`src/rtl/alu_share_arbiter.sv`:
```
// Round-robin arbiter sharing one combinational ALU between two requesters.
// Each request runs IDLE -> EXEC -> RESP and returns its result over a valid/ready handshake.
module alu_share_arbiter #(
    parameter int unsigned DATA_W = 32,
    parameter int unsigned OP_W   = 4
) (
    input  logic              clk,
    input  logic              reset,
    input  logic              r0_valid,
    output logic              r0_ready,
    input  logic [OP_W-1:0]   r0_op,
    input  logic [DATA_W-1:0] r0_a,
    input  logic [DATA_W-1:0] r0_b,
    output logic              r0_rvalid,
    input  logic              r0_rready,
    output logic [DATA_W-1:0] r0_result,
    input  logic              r1_valid,
    output logic              r1_ready,
    input  logic [OP_W-1:0]   r1_op,
    input  logic [DATA_W-1:0] r1_a,
    input  logic [DATA_W-1:0] r1_b,
    output logic              r1_rvalid,
    input  logic              r1_rready,
    output logic [DATA_W-1:0] r1_result,
    output logic [OP_W-1:0]   alu_op,
    output logic [DATA_W-1:0] alu_a,
    output logic [DATA_W-1:0] alu_b,
    input  logic [DATA_W-1:0] alu_result,
    output logic              busy
);

    typedef enum logic [1:0] {
        IDLE = 2'd0,
        EXEC = 2'd1,
        RESP = 2'd2
    } state_t;

    state_t              state_q, state_d;
    logic                last_grant_q, last_grant_d;
    logic                gnt_q, gnt_d;
    logic [OP_W-1:0]     op_q, op_d;
    logic [DATA_W-1:0]   a_q, a_d;
    logic [DATA_W-1:0]   b_q, b_d;
    logic [DATA_W-1:0]   result_q, result_d;
    logic                rvalid0_q, rvalid1_q, busy_q;
    logic                win0, win1, resp_taken;

    // Contention goes to the side that did not win last time.
    assign win0 = r0_valid && (!r1_valid || last_grant_q);
    assign win1 = r1_valid && (!r0_valid || !last_grant_q);
    assign resp_taken = gnt_q ? r1_rready : r0_rready;

    always_comb begin
        state_d      = state_q;
        last_grant_d = last_grant_q;
        gnt_d        = gnt_q;
        op_d         = op_q;
        a_d          = a_q;
        b_d          = b_q;
        result_d     = result_q;
        r0_ready     = 1'b0;
        r1_ready     = 1'b0;
        unique case (state_q)
            IDLE: begin
                r0_ready = win0;
                r1_ready = win1;
                if (win0) begin
                    op_d    = r0_op;
                    a_d     = r0_a;
                    b_d     = r0_b;
                    gnt_d   = 1'b0;
                    state_d = EXEC;
                end else if (win1) begin
                    op_d    = r1_op;
                    a_d     = r1_a;
                    b_d     = r1_b;
                    gnt_d   = 1'b1;
                    state_d = EXEC;
                end
            end
            EXEC: begin
                result_d = alu_result;
                state_d  = RESP;
            end
            RESP: begin
                if (resp_taken) begin
                    last_grant_d = gnt_q;
                    state_d      = IDLE;
                end
            end
            default: state_d = IDLE;
        endcase
    end

    // State and datapath registers; response flags are registered from next state.
    always_ff @(posedge clk or posedge reset) begin
        if (reset) begin
            state_q      <= IDLE;
            last_grant_q <= 1'b1;
            gnt_q        <= 1'b0;
            op_q         <= '0;
            a_q          <= '0;
            b_q          <= '0;
            result_q     <= '0;
            rvalid0_q    <= 1'b0;
            rvalid1_q    <= 1'b0;
            busy_q       <= 1'b0;
        end else begin
            state_q      <= state_d;
            last_grant_q <= last_grant_d;
            gnt_q        <= gnt_d;
            op_q         <= op_d;
            a_q          <= a_d;
            b_q          <= b_d;
            result_q     <= result_d;
            rvalid0_q    <= (state_d == RESP) && !gnt_d;
            rvalid1_q    <= (state_d == RESP) && gnt_d;
            busy_q       <= (state_d != IDLE);
        end
    end

    assign alu_op    = op_q;
    assign alu_a     = a_q;
    assign alu_b     = b_q;
    assign r0_result = result_q;
    assign r1_result = result_q;
    assign r0_rvalid = rvalid0_q;
    assign r1_rvalid = rvalid1_q;
    assign busy      = busy_q;

endmodule

```
`config.mk`:
```
export PLATFORM = sky130hd
export DESIGN_NAME = alu_share_arbiter
export DESIGN_NICKNAME = d
export VERILOG_FILES = /design/src/rtl/alu_share_arbiter.sv
export SDC_FILE = /design/constraint.sdc
export NUM_CORES = 1
export LEC_CHECK = 0
export ABC_AREA = 1
export CORE_AREA = 2 2 120 122
export DETAILED_ROUTE_END_ITERATION = 8
export DIE_AREA = 0 0 122 124
export MAX_ROUTING_LAYER = met4
export PLACE_DENSITY = 0.81
export SLEW_MARGIN = 20
export SYNTH_ARGS = -nofsm -noshare
export SYNTH_HDL_FRONTEND = slang
export SYNTH_SLANG_ARGS = --single-unit
export TNS_END_PERCENT = 100
```
`constraint.sdc`:
```
create_clock -name clk -period 7.05 [get_ports clk]
set_clock_uncertainty 0.05 [all_clocks]
set_input_delay 1.41 -clock clk [delete_from_list [all_inputs] [get_ports clk]]
set_output_delay 1.41 -clock clk [all_outputs]
set_load 0.02 [all_outputs]
```
# Word-level counts from Yosys, hierarchy flattened
# Index checks and enable logic that the tools add are counted.
# totals
inputBits	174
word_cells	44
regBits	107
output_inout_bits	137
# classes
n_eq_ne	3
muxes	16
reduce_logical	15
# ops
operator	count
$mux W32	4
$mux W4	2
$mux W1	6
$mux W2	3
$pmux W2 S3	1
$eq A2 B2 Y1 const B	2
$logic_and A1 B1 Y1	4
$logic_not A1 Y1	4
$reduce_and A2 Y1	2
$reduce_bool A2 Y1	2
$eq A2 B1 Y1 const B	1
$logic_not A2 Y1	1
$logic_or A1 B1 Y1	2

# Longest topological paths before layout
# depth
ltp_word	8
ltp_mapped	9
depth_no_buf	7

# Least setup slack after synthesis
# Ideal clock, no wire load.
# synth_path
path_type	input -> output
startpoint	input r1_valid
endpoint	output r0_ready
path_buffers	1
cell_stages	6
required_time_ns	5.590
setup_slack_ns	3.568
arrival_ns	2.022
cell_sequence	inv_1 -> nand2_2 -> nand2_2 -> buf_4 -> nand2_1 -> inv_1
# synth_between
elab_chain_len	4
# synth_rtl
item	line_no	rtl
start: declaration	17	input logic r1_valid,
$logic_not A1 Y1	49	assign win0 = r0_valid && (!r1_valid || last_grant_q);
$logic_or A1 B1 Y1	49	
$logic_and A1 B1 Y1	49	
$mux W1	63	unique case (state_q)
end: declaration	10	output logic r0_ready,
# No other way between the ends.

# Worst setup path after layout
# layout_path
startpoint	input r0_valid
endpoint	output r1_ready
# layout_between
elab_chain_len	4
# layout_rtl
item	line_no	rtl
start: declaration	9	input logic r0_valid,
$logic_not A1 Y1	50	assign win1 = r1_valid && (!r0_valid || !last_grant_q);
$logic_or A1 B1 Y1	50	
$logic_and A1 B1 Y1	50	
$mux W1	63	
end: declaration	18	output logic r1_ready,
# No other way between the ends.

==> out/summary.txt <==
crit start category = primary input
Post-Synthesis Cells = 718
Crit path max-delay family = buffers and inverters
Worst-path clk slew = 0.06 ns
IO Port Bufs = 310
Buf+Inv Stages, Crit Path = 3
Slew Viols, Final = 0
layout net count = 1147
H-Tree Depth = 3
routed via count = 5437
final hold vios = 0
Residual DRC = 0
Vias/cell = 4.70
Clock Path Buffers = 2
Worst Setup End Kind = output pin
WS Path Type = in2out
CORE AREA = 0.0137 sq mm
main area contributors after synthesis = dfrtp_1 (50%), nand2_1 (32%), nand3_1 (6.6%)
Arr. time, crit path = 3.42 ns
Top cell by count, worst path = clkdlybuf4s50_1
die height = 124 um
Worst path slowest cell = clkdlybuf4s50_1
most frequent cells in the layout = nand2_1 (445), clkdlybuf4s50_1 (310), dfrtp_1 (106), nand3_1 (69), clkbuf_16 (9)
cell count after placement = 1142
CP Depth = 5
Critical R2R Launch = last_grant_q
Syn-to-layout area delta = 62.2%
TNS Setup = 0 ns
VDD IR-drop max = 197 uV
#FFs+latches synth = 107
Worst Reg-to-Reg Cells = 9
Final min period = 4.88 ns
Synth top area share = 50.3%
final setup fails = 0
Worst-Margin Slew = 0.738 ns
GRT Total Usage = 22.6%
vias in the first global route = 5251
Worst setup endpoint = r1_ready
global route overflow = 0
Worst path max stage delay = 0.60 ns
worst-path cell chain = clkdlybuf4s50_1 -> nand2_2 -> nand3_1 -> inv_1 -> clkdlybuf4s50_1
period utilization = 69.2%
YS warnings = 0
CP startpoint = r0_valid
Leak = 4.28 nW
Detail Route Antenna Nets = 0
R2R Path End = alu_a[11]
die width = 122 um
WL per Instance = 14.4 um
Worst R2R Setup Slack = 4.05 ns
mapped cell area = 0.00527 sq mm
clk sinks = 107
Finished Layout Cells = 1158
routed length on met2 = 8170 um
CTS Buf Count = 9
routed wl met3 = 1380 um
Mapped Nets = 892
DRT Pass-1 Iters = 4
hold buffer count at cts = 0
Total Routed Length = 16700 um
commonest non-fill, non-tap cell in the layout = nand2_1
highest metal used = met4
TritonCTS clock tree = done
post_cts resized = 0
Detail Placement HPWL = 11900 um
post-synthesis sequential area ratio = 50.8%
GPL Wtd Cong = 0.851
status = completed
postcts setup bufs = 0
antenna cell count = 0
layout cells sized above 1 = 3.48%
initial antenna violation count = 0
min-delay worst type = reg2reg
Max Clock Freq = 205 MHz
post-synth top area cell = dfrtp_1
Pwr Density = 449 mW/mm^2
Critical Path RT = 5.59 ns
Worst Hold Depth = 2
clk root buf = clkbuf_16
initial core utilization = 38.4%
Unique masters post-synth = 17
clk_lat worst skew = 0.34 ns
Fin Hold WS = 0.427 ns
Rows = 43
Ports = 311
Mapped Avg Cell Area = 7.34 sq um
first-pass GRT wire length = 25900 um
maxcap violations = 0
DIE AREA = 0.0151 sq mm
WL met1 = 6510 um
largest net degree at the start of global routing = 80
placed cell areas = 0.00819 sq mm
1st-iter DRT viols = 367
final instance area = 0.00855 sq mm
Slew headroom = 50.8%
RSZ-0062 raised after global routing = no
Crit Path Max Fanout = 33
-- metrics by stage --
stage	util, %	power [W]	worst slack, ns
after floorplan	-	0.00236	2.77
after global placement	59.7	0.00325	2.17
after detailed placement	59.7	0.00328	2.14
after CTS	62.3	0.00388	2.13
after global routing	62.3	0.00410	2.04
final	62.3	0.00383	2.17
-- final cells by class --
type                       instances  area (sq um)
sequential                       107          2680
clock inverter                     7           124
timing repair buffer             317          3160
fill                            1215          5170
clock buffer                       9           225
inverter                          11          43.8
multi-input combinational        527          2090
tap                              180           225
-- worst register-to-register path, cell delays in order, from the launching register on --
cell	delay, ns
dfstp_2	0.38
nand2_2	0.49
buf_4	0.51
nand3_2	0.11
nand2_2	0.07
buf_4	0.58
inv_2	0.07
buf_4	0.35
nand2_1	0.20
nand2_1	0.07
-- logic make-up (layout without fill, tap and decap cells) --
group                  count (synthesis)  in the layout  share of synthesized area (%)
AOI/OAI and AO/OA                      2              2                          0.261
buffers and inverters                 84            344                           9.50
DFF                                  107            107                           50.8
and+or+nand+nor                      525            525                           39.4
-- power by group --
group          switching, W  internal, W  leakage, nW
sequential         0.000182     0.000915         1.33
clock              0.000229     0.000350        0.166
combinational       0.00123     0.000931         2.79
total               0.00164      0.00220         4.28
-- worst min-delay path by stage --
stage	startpoint	end	slack, ns
floorplan	last_grant_q	last_grant_q	0.47
global placement	alu_b[2]	alu_b[2]	0.41
detailed placement	alu_b[16]	alu_b[16]	0.41
CTS	alu_a[4]	alu_a[4]	0.43
global route	alu_b[2]	alu_b[2]	0.45
finish	alu_a[18]	alu_a[18]	0.43
-- sequential cells by signal, summed over array words and instances, names as in the netlist --
signal        count
alu_a            32
alu_b            32
alu_op            4
busy              1
gnt_q             1
last_grant_q      1
r0_result        32
r0_rvalid         1
r1_rvalid         1
state_q           2
-- Yosys cell counts --
cell / n
nand2_1: 445
dfrtp_1: 106
nand3_1: 69
buf_4: 35
buf_2: 19
clkbuf_1: 10
inv_1: 8
buf_1: 5
nor2_1: 5
buf_6: 4
nand2_2: 4
inv_2: 3
dfstp_2: 1
nand3_2: 1
nor2_2: 1
o21ai_1: 1
o22a_1: 1
-- metal layers --
layer / vias up / track usage [%]
li1: 2670 / -
met1: 2473 / 25.8
met2: 252 / 37.6
met3: 42 / 5.59
met4: 0 / 10.8
met5: - / -
Note: power is estimated with default switching activity, not from simulation.
